### src/rtl/transpose_buf.sv
// Ping-pong N x N transpose buffer: row-major samples in, column-major (MODE=1) or
// row-major (MODE=0) samples out, valid/ready on both sides.
module transpose_buf #(
    parameter int DATA_WIDTH = 10,
    parameter int N          = 8,
    parameter int MODE       = 1
) (
    input  logic                  clk,
    input  logic                  rst,
    input  logic [DATA_WIDTH-1:0] in_data,
    input  logic                  in_load,
    output logic                  in_ready,
    output logic [DATA_WIDTH-1:0] out_data,
    output logic                  out_valid,
    input  logic                  out_ready,
    output logic                  out_last,
    output logic [1:0]            full_cnt
);

    localparam int NN = N * N;
    localparam int AW = $clog2(NN);
    localparam int LN = $clog2(N);
    localparam logic [AW-1:0] LAST = AW'(NN - 1);

    logic [DATA_WIDTH-1:0] mem [2][NN];

    logic          wb;
    logic          rb;
    logic [AW-1:0] wc;
    logic [AW-1:0] rc;
    logic [1:0]    full;
    logic [1:0]    full_nxt;
    logic [AW-1:0] rd_idx;
    logic          wr_fire;
    logic          rd_load;

    assign in_ready = ~full[wb];
    assign wr_fire  = in_load & in_ready;
    assign rd_load  = full[rb] & (~out_valid | out_ready);
    assign full_cnt = {1'b0, full[0]} + {1'b0, full[1]};

    // Column-major index (rc mod N)*N + rc/N is a swap of the two log2(N)-bit halves of rc.
    always_comb begin
        rd_idx = rc;
        if (MODE != 0) begin
            rd_idx = {rc[LN-1:0], rc[AW-1:LN]};
        end
    end

    // Writer and reader always target different banks, so set and clear never collide.
    always_comb begin
        full_nxt = full;
        if (wr_fire && (wc == LAST)) begin
            full_nxt[wb] = 1'b1;
        end
        if (rd_load && (rc == LAST)) begin
            full_nxt[rb] = 1'b0;
        end
    end

    always_ff @(posedge clk) begin
        if (wr_fire) begin
            mem[wb][wc] <= in_data;
        end
    end

    always_ff @(posedge clk) begin
        if (rst) begin
            wb        <= 1'b0;
            rb        <= 1'b0;
            wc        <= '0;
            rc        <= '0;
            full      <= '0;
            out_valid <= 1'b0;
            out_last  <= 1'b0;
            out_data  <= '0;
        end else begin
            full <= full_nxt;
            if (wr_fire) begin
                if (wc == LAST) begin
                    wc <= '0;
                    wb <= ~wb;
                end else begin
                    wc <= wc + 1'b1;
                end
            end
            if (rd_load) begin
                out_data  <= mem[rb][rd_idx];
                out_valid <= 1'b1;
                out_last  <= (rc == LAST);
                if (rc == LAST) begin
                    rc <= '0;
                    rb <= ~rb;
                end else begin
                    rc <= rc + 1'b1;
                end
            end else if (out_valid && out_ready) begin
                out_valid <= 1'b0;
                out_last  <= 1'b0;
            end
        end
    end

endmodule

### config.mk
export PLATFORM = sky130hd
export DESIGN_NAME = transpose_buf
export DESIGN_NICKNAME = d
export VERILOG_FILES = /design/src/rtl/transpose_buf.sv
export SDC_FILE = /design/constraint.sdc
export NUM_CORES = 1
export LEC_CHECK = 0
export CAP_MARGIN = 25
export CORE_MARGIN = 4
export CORE_UTILIZATION = 40
export DETAILED_ROUTE_END_ITERATION = 7
export PLACE_DENSITY = 0.62
export SLEW_MARGIN = 0
export SYNTH_ARGS = -nofsm -noshare
export SYNTH_HDL_FRONTEND = slang
export SYNTH_SLANG_ARGS = --single-unit
### constraint.sdc
create_clock -name clk -period 8 [get_ports clk]
set_clock_uncertainty 0.2 [all_clocks]
set_input_delay 1.6 -clock clk [delete_from_list [all_inputs] [get_ports clk]]
set_output_delay 1.6 -clock clk [all_outputs]
set_load 0.02 [all_outputs]
# Word level (Yosys, flattened, before mapping)
# Memory sizes are Yosys's and may differ from the RTL's. A register that Yosys moved wholly into a read port is not among the register bits.
# Cells that the tools add are included.
# W data, S select, Z words.
[word_totals] ff_bits=28 ram_bits=1280 inputBits=14 output_inout_bits=15 word_cells=66 n_memories=1
[memory_table] name="mem" depth=2 width=640 rd=1 rd_ports_with_merged_regs=1 write_ports=1 line="25" text="logic [DATA_WIDTH-1:0] mem [2][NN];"
[op_classes] addsub=3 magnitude_cmp=7 eq_ne=2 muxes=24 n_bitwise=12 reduce_logical=9
[op_table] cell="$mux W640" n=1
[op_table] cell="$bmux W10 S6" n=1
[op_table] cell="$demux W10 S6" n=1
[op_table] cell="$mux W10" n=3
[op_table] cell="$ge A7 B7 Y1 const B" n=2
[op_table] cell="$not A6 Y7" n=2
[op_table] cell="$add A6 B1 Y6 const B" n=2
[op_table] cell="$eq A6 B6 Y1 const B" n=2
[op_table] cell="$mux W1" n=12
[op_table] cell="$mux W6" n=2
[op_table] cell="$lt A7 B1 Y1 const B" n=1
[op_table] cell="$logic_and A1 B1 Y1" n=6
[op_table] cell="$lt A1 B2 Y1 const B" n=2
[op_table] cell="$mux W2" n=2
[op_table] cell="$not A1 Y1" n=4
[op_table] cell="$reduce_and A2 Y1" n=2
[op_table] cell="$add A1 B1 Y2" n=1
[op_table] cell="$and A1 B1 Y1" n=2
[op_table] cell="$and A2 B2 Y2" n=1
[op_table] cell="$demux W1 S1" n=2
[op_table] cell="$ge A1 B1 Y1 const B" n=2
[op_table] cell="$not A2 Y2" n=1
[op_table] cell="$or A2 B2 Y2" n=1
[op_table] cell="$reduce_bool A2 Y1" n=1
[op_table] cell="$or A1 B1 Y1" n=1

# Depth between registers and ports, before layout
[logic_depth] word_depth=8 depth_mapped=11 ltp_nobuf=6

# Worst setup path after synthesis
# No wires, ideal clock.
[synth_timing] kind="input-to-reg" from="input port in_load" to="memory mem[0][160] in the netlist's numbering, enable pin" setup_ns=0.376 arrival_ns=2.933 t_required_ns=7.424 setup_slack_ns=4.490 path_stages=5 n_path_buf=2 path_cell_list="and2_1 clkbuf_1 nand4_1 clkbuf_1 nor2_1"
[synth_via] elab_chain_len=3
[synth_rtl] element="start: declaration" line="11" text="input logic in_load,"
[synth_rtl] element="$and A1 B1 Y1" line="38" text="assign wr_fire = in_load & in_ready;"
[synth_rtl] element="$mux W1" line="62" text="if (wr_fire) begin"
[synth_rtl] element="$mux W640 (implied by the code)" line="63" text="mem[wb][wc] <= in_data;"
[synth_rtl] element="end: declaration" line="25"
# Every way passes these cells.

==> reports/results.tsv <==
stage	metric	value	unit
power_and_ir_drop	PD cells	244	nW/µm²
finish	nets@finish	2479	
sta	fmax	231	MHz
yosys	Netlist cell types	39	
critical_path	Crit Reg-Reg Endpoint	out_data[1]$_SDFFE_PP0P_	
critical_path	Crit. End Element	flop	
yosys	post-synth net total	2410	
sta	normalized max-slew margin	0.298	
yosys	Synth Area per Inst	21.2	µm²
power_and_ir_drop	Max IR drop VDD	0.000202	V
hold_path	Hold WC Path Type	flop to flop	
floorplanning	Die Ht	364	µm
hold_path	hold path start	out_valid$_SDFFE_PP0P_	
sta	Final Max Slew Viols	0	
routing	DRC errors left	0	
yosys	main flop type after synthesis	edfxtp_1	
critical_path	Critical Path Fanout Max	105	
clocking	TritonCTS clock tree	built	
sta	final hold violations	0	
routing	Post-DRT Antenna Nets	0	
sta	Worst-Margin Slew	1.05	ns
floorplanning	Core Box Area	126000	µm²
yosys	synthesis-stage register bit count	1309	
finish	# fillers	10400	
placed_design	DP Area	52600	µm²
sta	RSZ-0062 raised after global routing	false	
routing	vias per cell	5.84	
sta	setup tns final	0	ns
finish	layout cells sized above 1	0.228	
yosys	area share of the largest cell type after synthesis	0.758	
hold_path	hold path cells	2	
critical_path	critical-path cell list	buf_12 > mux4_2 > a22o_1 > a221oi_1 > nor3_1 > nor4_1 > nor4_1	
floorplanning	Die X	364	µm
finish	Area Overhead vs Synth	12.3	%
finish	diodes inserted	0	
sta	Final period util	0.542	
placed_design	Port Buffers	28	
global_route	initial antenna violation count	1	
global_route	total congestion overflow	0	
critical_path	Critical Path Max Stage Delay	0.82	ns
yosys	Async SR Flop Fraction	0	
routing	Vias	24600	
clocking	clock latency on the worst-skew pair	0.74	ns
critical_path	Top cell by count, worst path	nor4_1	
run_status	status	completed	
sta	final setup vio count	0	
yosys	Post-Syn Instances	2393	
power_and_ir_drop	Leakage	16.6	nW
critical_path	Startpoint Class	flop	
global_route	largest net degree at the start of global routing	106	
global_route	vias in the first global route	24900	
critical_path	Worst Path Required	8.41	ns
yosys	YS warnings	0	
critical_path	Crit Path Category	flop to flop	
yosys	top post-synthesis cells by area	edfxtp_1, mux4_2, mux2i_1, nor2_1, dfxtp_1	
floorplanning	starting density of the core	0.403	
floorplanning	site row count	130	
critical_path	slowest CP cell	a221oi_1	
critical_path	Worst R2R Path Depth	7	
run	number of max-cap violations	0	
hold_path	WHS Endpoint	out_valid$_SDFFE_PP0P_	
routing	Iter 0 DRT Violations	3210	
sta	crit path time final	4.33	ns
routing	drt wl/cell	29.5	µm
clocking	Clk pin slew, worst setup/hold paths	0.07	ns
clocking	clock root buffer	clkbuf_16	
finish	fin util	0.453	
floorplanning	die area	133000	µm²
yosys	Netlist Area Pre-Place	50700	µm²
clocking	Post-CTS Hold Buffers	0	
clocking	CTS buffer count	135	
clocking	post-cts sizing count	0	
sta	Hold Slack	0.339	ns
critical_path	Crit path arrival time	4.74	ns
routing	routed wire length	124000	µm
yosys	Seq/Total Area, Yosys	0.769	
critical_path	reg2reg setup slack	3.67	ns
yosys	EDFF count, synth	1280	
routing	1st-pass router iterations	5	
placed_design	dpl hpwl	74100	µm
floorplanning	Ports	29	
placed_design	routability cong.	0.897	
global_route	Tot GR Track Use	0.188	
yosys	Synth area leader	edfxtp_1	
finish	fin area	57000	µm²
clocking	Clock Path Buffers	3	
clocking	H-tree depth	4	
clocking	Setup Fix Bufs, Post-CTS	0	
global_route	global-route wire length before repair	181000	µm
clocking	Sink Count	1309	
[Yosys cell counts (all sizes together), types with 7 or more instances]
| cell | number |
|---|---|
| edfxtp | 1280 |
| mux4 | 288 |
| nor2 | 164 |
| mux2i | 141 |
| buf | 72 |
| clkbuf | 65 |
| a22oi | 60 |
| a21oi | 42 |
| mux2 | 32 |
| dfxtp | 29 |
| nand2 | 29 |
| nor3 | 28 |
| nand3 | 21 |
| o22ai | 20 |
| nor2b | 18 |
| o211ai | 18 |
| a221oi | 12 |
| nor4 | 12 |
| o21ai | 12 |
| a211oi | 11 |
| xor2 | 7 |
[cell families after synthesis]
| logic type | synth area share |
|---|---|
| simple gates | 0.0251 |
| flops | 0.769 |
| xor+xnor | 0.00190 |
| buf+inv | 0.0165 |
| compound gates | 0.0237 |
| fa+ha+maj | 0.000740 |
| mux | 0.163 |
[worst max-delay path: cells and delay by family (launching register included)]
kind | cells | cell delay, ns
AOI/OAI and AO/OA | 2 | 1.08
and+or+nand+nor | 3 | 0.77
DFF | 1 | 0.72
muxes | 1 | 0.63
buffers and inverters | 1 | 0.59
[per-layer routing]
metal	GRT usage	wire, µm	vias up
li1	-	-	10100
met1	0.272	51000	13000
met2	0.296	58800	1305
met3	0.0356	11600	193
met4	0.0522	3100	0
met5	0	0	-
[report_power, final]
group          switching, mW  total, mW  internal [mW]  leakage (nW)
registers            0.00397       7.53           7.53          11.7
logic                  0.160      0.180         0.0196          2.70
clock network           2.65       6.20           3.55          2.12
total                   2.82       13.9           11.1          16.6
[registers in the layout, indices dropped and copies added, names as in the netlist, named ones only]
name,cells
mem,1280
full,2
out_last,1
rc,6
wb,1
wc,6
out_data,10
out_valid,1
rb,1
[through the flow]
stage	worst slack [ns]	power, mW	cells
after global routing	3.57	14.3	4216
after detailed placement	3.02	7.86	3972
after floorplan	4.49	7.70	2393
after CTS	3.68	14.0	4213
after global placement	3.06	7.86	3971
final	3.67	13.9	4216
[area by class of cell]
cell class	instances	area, µm²	share of cell area
inverters	3	11.3	0.000198
flip-flops and latches	1309	39000	0.685
clock inverters	80	843	0.0148
repair buffers	69	601	0.0105
well taps	1650	2060	0.0362
clock buffers	161	3540	0.0621
multi-input cells	944	10900	0.191
[worst max-delay path by stage]
stage	endpoint	slack, ns	depth (start not counted)
final	out_data[1]$_SDFFE_PP0P_	3.67	7
after global routing	out_data[1]$_SDFFE_PP0P_	3.57	7
after CTS	in_ready	3.68	2
after detailed placement	mem[1][528]$_DFFE_PP_	3.02	5
after global placement	mem[0][287]$_DFFE_PP_	3.06	5
after floorplan	mem[0][160]$_DFFE_PP_	4.49	5
[placed cells by master, fill, tap and decap left out, types with 11 or more instances in the layout]
cell type / instances
clkinv_1: 16
nor2_1: 164
a211oi_1: 11
clkbuf_16: 137
clkdlybuf4s50_1: 18
mux4_2: 288
clkbuf_1: 22
nor2b_1: 17
a21oi_1: 42
edfxtp_1: 1280
nand3_1: 18
clkinvlp_4: 11
clkinv_2: 24
nand2_1: 29
nor4_1: 12
o211ai_1: 18
a221oi_1: 12
o22ai_1: 20
nor3_1: 28
bufinv_16: 11
a22oi_1: 60
mux2i_1: 141
dfxtp_1: 24
buf_4: 48
mux2_2: 32
Note: power is estimated with default switching activity, not from simulation.
